<file path="config.mk">
export PLATFORM = sky130hd
export DESIGN_NAME = utmi_rx_unstuff_deser
export DESIGN_NICKNAME = d
export VERILOG_FILES = /design/src/rtl/utmi_rx_pkg.sv /design/src/rtl/utmi_rx_bit_unstuffer.sv /design/src/rtl/utmi_rx_unstuff_deser.sv
export SDC_FILE = /design/constraint.sdc
export NUM_CORES = 1
export LEC_CHECK = 0
export BUFFER_PORTS_ARGS = -buffer_cell sky130_fd_sc_hd__clkbuf_2
export CORE_UTILIZATION = 50
export DETAILED_ROUTE_END_ITERATION = 8
export GPL_TIMING_DRIVEN = 0
export PLACE_DENSITY = 0.78
export SYNTH_ARGS = -nofsm -noshare
export SYNTH_HDL_FRONTEND = slang
export SYNTH_SLANG_ARGS = --single-unit
</file>
<file path="constraint.sdc">
create_clock -name clk -period 2.9 [get_ports clk]
set_clock_uncertainty 0.15 [all_clocks]
set_input_delay 0.58 -clock clk [delete_from_list [all_inputs] [get_ports clk]]
set_output_delay 0.58 -clock clk [all_outputs]
set_load 0.005 [all_outputs]
</file>
<file path="src/rtl/utmi_rx_pkg.sv">
// rtl/utmi_rx_pkg.sv - shared state encoding and constants for the UTMI RX unstuffer/deserializer
package utmi_rx_pkg;

  typedef enum logic [1:0] {
    HUNT = 2'd0,
    SYNC = 2'd1,
    DATA = 2'd2,
    DONE = 2'd3
  } rx_state_t;

  localparam int STUFF_LEN_DEF      = 6;
  localparam int SYNC_MIN_ZEROS_DEF = 3;
  // Consecutive 1s that mark the line as idle again after a packet.
  localparam int EOP_ONES           = 7;
  localparam int BYTE_W             = 8;

endpackage

</file>
<file path="src/rtl/utmi_rx_bit_unstuffer.sv">
// rtl/utmi_rx_bit_unstuffer.sv - tracks runs of 1s, flags stuffed bits and stuff violations
module utmi_rx_bit_unstuffer
  import utmi_rx_pkg::*;
#(
  parameter int STUFF_LEN = STUFF_LEN_DEF
) (
  input  logic       clk,
  input  logic       rst,
  input  logic       in_bit,
  input  logic       strobe,
  input  logic       clear,
  output logic       data_bit,
  output logic       data_strobe,
  output logic       stuff_err,
  output logic [2:0] ones_cnt
);

  logic stuff_slot;

  // The bit following a full run of 1s is the stuff slot: a 0 there is dropped,
  // a 1 there is a violation (EOP or error, decided by the caller).
  assign stuff_slot  = (ones_cnt == 3'(STUFF_LEN));
  assign data_bit    = in_bit;
  assign data_strobe = strobe && !stuff_slot;
  assign stuff_err   = strobe && stuff_slot && in_bit;

  // Saturating count of consecutive 1s; stuffed 0s break the run like any 0.
  always_ff @(posedge clk) begin
    if (rst) begin
      ones_cnt <= '0;
    end else if (clear) begin
      ones_cnt <= '0;
    end else if (strobe) begin
      if (!in_bit) begin
        ones_cnt <= '0;
      end else if (ones_cnt != 3'd7) begin
        ones_cnt <= ones_cnt + 3'd1;
      end
    end
  end

endmodule

</file>
<file path="src/rtl/utmi_rx_unstuff_deser.sv">
// rtl/utmi_rx_unstuff_deser.sv - SYNC hunt, bit unstuffing and LSB-first byte deserializer; UTMI_RX_BYTE_CNT_EN adds rx_byte_count
module utmi_rx_unstuff_deser
  import utmi_rx_pkg::*;
#(
  parameter int SYNC_MIN_ZEROS = SYNC_MIN_ZEROS_DEF,
  parameter int STUFF_LEN      = STUFF_LEN_DEF,
  parameter int MAX_BYTES      = 1024
) (
  input  logic        clk,
  input  logic        rst,
  input  logic        data_in,
  input  logic        data_en,
  output logic [7:0]  RX_DATA,
  output logic        RX_VALID,
  output logic        RX_ACTIVE,
  output logic        RX_ERROR
`ifdef UTMI_RX_BYTE_CNT_EN
  ,
  output logic [15:0] rx_byte_count
`endif
);

  localparam int BCW = $clog2(MAX_BYTES + 1);

  rx_state_t          state, state_d;
  logic [2:0]         zero_cnt;
  logic [2:0]         bit_cnt;
  logic [BYTE_W-1:0]  shift;
  logic [BYTE_W-1:0]  shift_next;
  logic [BCW-1:0]     byte_cnt;

  logic               clear;
  logic               d_bit;
  logic               d_strobe;
  logic               stuff_err;
  logic [2:0]         ones_cnt;

  logic               sync_hit;
  logic               data_take;
  logic               byte_done;
  logic               babble;
  logic               byte_ok;
  logic               eop_err;
  logic               go_done;

  utmi_rx_bit_unstuffer #(
    .STUFF_LEN (STUFF_LEN)
  ) u_unstuffer (
    .clk         (clk),
    .rst         (rst),
    .in_bit      (data_in),
    .strobe      (data_en),
    .clear       (clear),
    .data_bit    (d_bit),
    .data_strobe (d_strobe),
    .stuff_err   (stuff_err),
    .ones_cnt    (ones_cnt)
  );

  // New bits enter at the top so the first bit received ends up in bit 0.
  assign shift_next = {d_bit, shift[BYTE_W-1:1]};
  assign byte_ok    = byte_done && !babble;

  // State register.
  always_ff @(posedge clk) begin
    if (rst) begin
      state <= HUNT;
    end else begin
      state <= state_d;
    end
  end

  // Next-state and event decode; the run counter is held clear outside DATA/DONE
  // and restarted on entry to DONE so the idle check counts fresh 1s.
  always_comb begin
    state_d   = state;
    clear     = 1'b0;
    sync_hit  = 1'b0;
    data_take = 1'b0;
    byte_done = 1'b0;
    babble    = 1'b0;
    eop_err   = 1'b0;
    go_done   = 1'b0;
    case (state)
      HUNT: begin
        clear = 1'b1;
        if (data_en && !data_in) begin
          state_d = SYNC;
        end
      end
      SYNC: begin
        clear = 1'b1;
        if (data_en && data_in) begin
          if (int'(zero_cnt) >= SYNC_MIN_ZEROS) begin
            state_d  = DATA;
            sync_hit = 1'b1;
          end else begin
            state_d = HUNT;
          end
        end
      end
      DATA: begin
        if (stuff_err) begin
          go_done = 1'b1;
          eop_err = (bit_cnt != 3'd7);
        end else if (d_strobe) begin
          data_take = 1'b1;
          byte_done = (bit_cnt == 3'd7);
          babble    = byte_done && (byte_cnt == BCW'(MAX_BYTES));
          go_done   = babble;
        end
        if (go_done) begin
          state_d = DONE;
          clear   = 1'b1;
        end
      end
      DONE: begin
        if (data_en && data_in && (int'(ones_cnt) >= EOP_ONES - 1)) begin
          state_d = HUNT;
        end
      end
      default: state_d = HUNT;
    endcase
  end

  // Shifter, counters and the registered SIE-facing outputs.
  always_ff @(posedge clk) begin
    if (rst) begin
      zero_cnt  <= '0;
      bit_cnt   <= '0;
      shift     <= '0;
      byte_cnt  <= '0;
      RX_DATA   <= '0;
      RX_VALID  <= 1'b0;
      RX_ACTIVE <= 1'b0;
      RX_ERROR  <= 1'b0;
    end else begin
      RX_VALID <= byte_ok;
      RX_ERROR <= eop_err || babble;

      if (state == HUNT && data_en && !data_in) begin
        zero_cnt <= 3'd1;
      end else if (state == SYNC && data_en && !data_in && zero_cnt != 3'd7) begin
        zero_cnt <= zero_cnt + 3'd1;
      end

      if (sync_hit) begin
        bit_cnt   <= '0;
        byte_cnt  <= '0;
        RX_ACTIVE <= 1'b1;
      end

      if (data_take) begin
        shift   <= shift_next;
        bit_cnt <= bit_cnt + 3'd1;
      end

      if (byte_ok) begin
        RX_DATA  <= shift_next;
        byte_cnt <= byte_cnt + 1'b1;
      end

      if (go_done) begin
        RX_ACTIVE <= 1'b0;
      end
    end
  end

`ifdef UTMI_RX_BYTE_CNT_EN
  // Visible byte count: cleared at SYNC, frozen once the packet ends.
  always_ff @(posedge clk) begin
    if (rst) begin
      rx_byte_count <= '0;
    end else if (sync_hit) begin
      rx_byte_count <= '0;
    end else if (byte_ok) begin
      rx_byte_count <= rx_byte_count + 16'd1;
    end
  end
`endif

endmodule

</file>
==> out/metrics.cfg <==
[status]
status=complete, no violations

[clock_tree]
ctsHoldBuffers=0
clock_sinks=40
cts_resized=0
cts_setup_buffers=0
cts_buffer_depth=2
cts_buffers=5
ctsHtreeMaxLevel=2
cts_root_buf=clkbuf_8
cts.reportedPaths.clkPinSlew_ns=0.08
clk_latency_ns=0.30
cts_tree=done

[place]
dp_hpwl_mm=3.05
globalplace.congestion=0.791
port_buffers=14
placedCellCount=314

[global_routing]
grt_use_total_pct=21.9
grt_max_degree=15
antenna_found_initial=0
grt_pass1_wl_mm=7.35
grt_pass1_vias=1619
overflow=0

[final_layout]
final_common_cell=dfxtp_1
layout-drive-gt1-share_pct=16.2
mostFrequentLayoutCells=dfxtp_1, nand2_1, a21oi_1
utilization_pct=58.7
stdcell_count=322
final_nets=285
antenna_cells=0
area_delta_synth_final_pct=11.8

[logic_synthesis]
seq_area_frac_synth_pct=37.9
synth.distinct_cells=50
synth_seq_cells=40
synth_area_um2=2110
synth_top_area_share_pct=37.9
yosysTopAreaCell=dfxtp_1
synthTopCellsByArea=dfxtp_1, a21oi_1, ha_1, nand2_1, nand3_1
ys_warn_count=0
synth_nets=264
avgSynthCellArea_um2=8.46
netlist_instances=250

[floorplanning]
core.rowCount=23
die_w_um=67.0
die_height_um=67.0
num_io_pins=15
die-area_um2=4490
start_util_pct=52.5
core-area_um2=4030

[detailed_routing]
drtAntennaViolNets=0
wl_met3_um=169
wl_met1_mm=2.00
vias_per_cell=5.94
totalWireLength_mm=4.48
route.detailed.drc=0
wl_met2_mm=2.24
vias=1912
top_layer_used=met4
drt_iter0_drc=128
wl_per_cell_um=13.9
drtPass1Iterations=4

[sta]
worstMarginPinSlew_ns=0.501
setup_tns_ns=0
hold_violations=0
slew_headroom_pct=66.6
drv_slew=0
setup_viol=0
rsz0062_at_grt=no
max_freq_mhz=469
min_period_ns=2.13
min_period_over_period_pct=73.5

[worst_setup_path]
start_kind=flop
critical_path_class=flop to flop
worstSetupEndpointType=flop
required_ns=2.96
arrival_ns=2.19
reg2reg_depth=7
worstPathMaxFanout=9

[pwr]
ir_drop_uv=346
cellPowerDensity_nw_per_um2=450
cellLeakagePower_nw=0.853

[run]
maxCapViolCount=0

[min_path]
hold_class=flop to flop
whs_path_depth=2

-- layout make-up --
class | count | area, µm²
Buffer | 17 | 88.8
Clock buffer | 5 | 68.8
Clock inverter | 3 | 47.5
Fill cell | 381 | 1670
Inverter | 5 | 18.8
Multi-Input combinational cell | 188 | 1210
Sequential cell | 40 | 801
Tap cell | 50 | 62.6
Timing Repair Buffer | 14 | 70.1
-- power breakdown --
part	internal, mW	leakage [nW]	total (mW)	switching [mW]
registers	0.551	0.322	0.552	0.00149
clock network	0.259	0.0583	0.473	0.213
logic	0.0134	0.473	0.0392	0.0258
total	0.823	0.853	1.06	0.241
-- cells in the mapped netlist, drive strengths merged --
cell / n
o211ai: 8
o21ai: 21
clkbuf: 7
and4b: 1
nor4b: 3
nor3: 9
or3: 3
nor4: 2
buf: 10
nor3b: 1
a2bb2oi: 1
nand4: 5
o2111ai: 1
and4: 5
a22oi: 2
nand2: 27
a2111oi: 1
nor2: 9
a22o: 1
mux2: 1
a211oi: 2
and3b: 1
a31oi: 2
nor4bb: 1
a21oi: 27
a21boi: 2
a21bo: 1
nor2b: 7
dfxtp: 40
or3b: 1
a41oi: 2
ha: 10
a311oi: 1
o31ai: 2
nand2b: 8
nand3: 18
inv: 5
and3: 2
-- cell families after synthesis --
| kind of cell | Yosys count | share of synthesized area, % |
|---|---|---|
| flops | 40 | 37.9 |
| fa+ha+maj | 10 | 5.92 |
| simple gates | 103 | 28.5 |
| compound gates | 74 | 22.1 |
| mux | 1 | 0.533 |
| buf+inv | 22 | 5.09 |
-- per-layer routing --
layer,global-route usage [%],vias up
li1,-,961
met1,26.1,906
met2,38.1,39
met3,4.11,6
met4,8.51,0
met5,0,-
-- per-stage QoR --
stage	area [µm²]	power, mW	hold WS, ns	setup WS, ns
floorplan	2110	0.592	0.287	1.00
global placement	2250	0.603	0.295	0.717
CTS	2360	1.07	0.324	0.768
global route	2360	1.10	0.344	0.585
finish	2360	1.06	0.324	0.770
detailed placement	2250	0.603	0.311	0.734
-- state kept, by name, indices dropped and copies added, names as in the netlist, named ones only --
register and count:
bit_cnt 3, shift 7, zero_cnt 3, RX_ERROR 1
state 1, u_unstuffer.ones_cnt 3, RX_VALID 1, RX_DATA 8
RX_ACTIVE 1, byte_cnt 11
-- worst paths after layout --
check | start | to | slack, ns
worst max-delay path | zero_cnt[0] | byte_cnt[5] | 0.77
worst min-delay path | shift[3] | shift[3] | 0.32
worst max register to register | zero_cnt[0] | byte_cnt[5] | 0.77
worst min register to register | shift[3] | shift[3] | 0.32
-- worst max-delay path: stages, from the launching register on --
cell	delay, ns
dfxtp_1	0.35
ha_1	0.23
ha_1	0.19
a211oi_1	0.16
or3_1	0.13
clkbuf_1	0.32
o21ai_2	0.23
a311oi_2	0.28
Note: power is estimated with default switching activity, not from simulation.
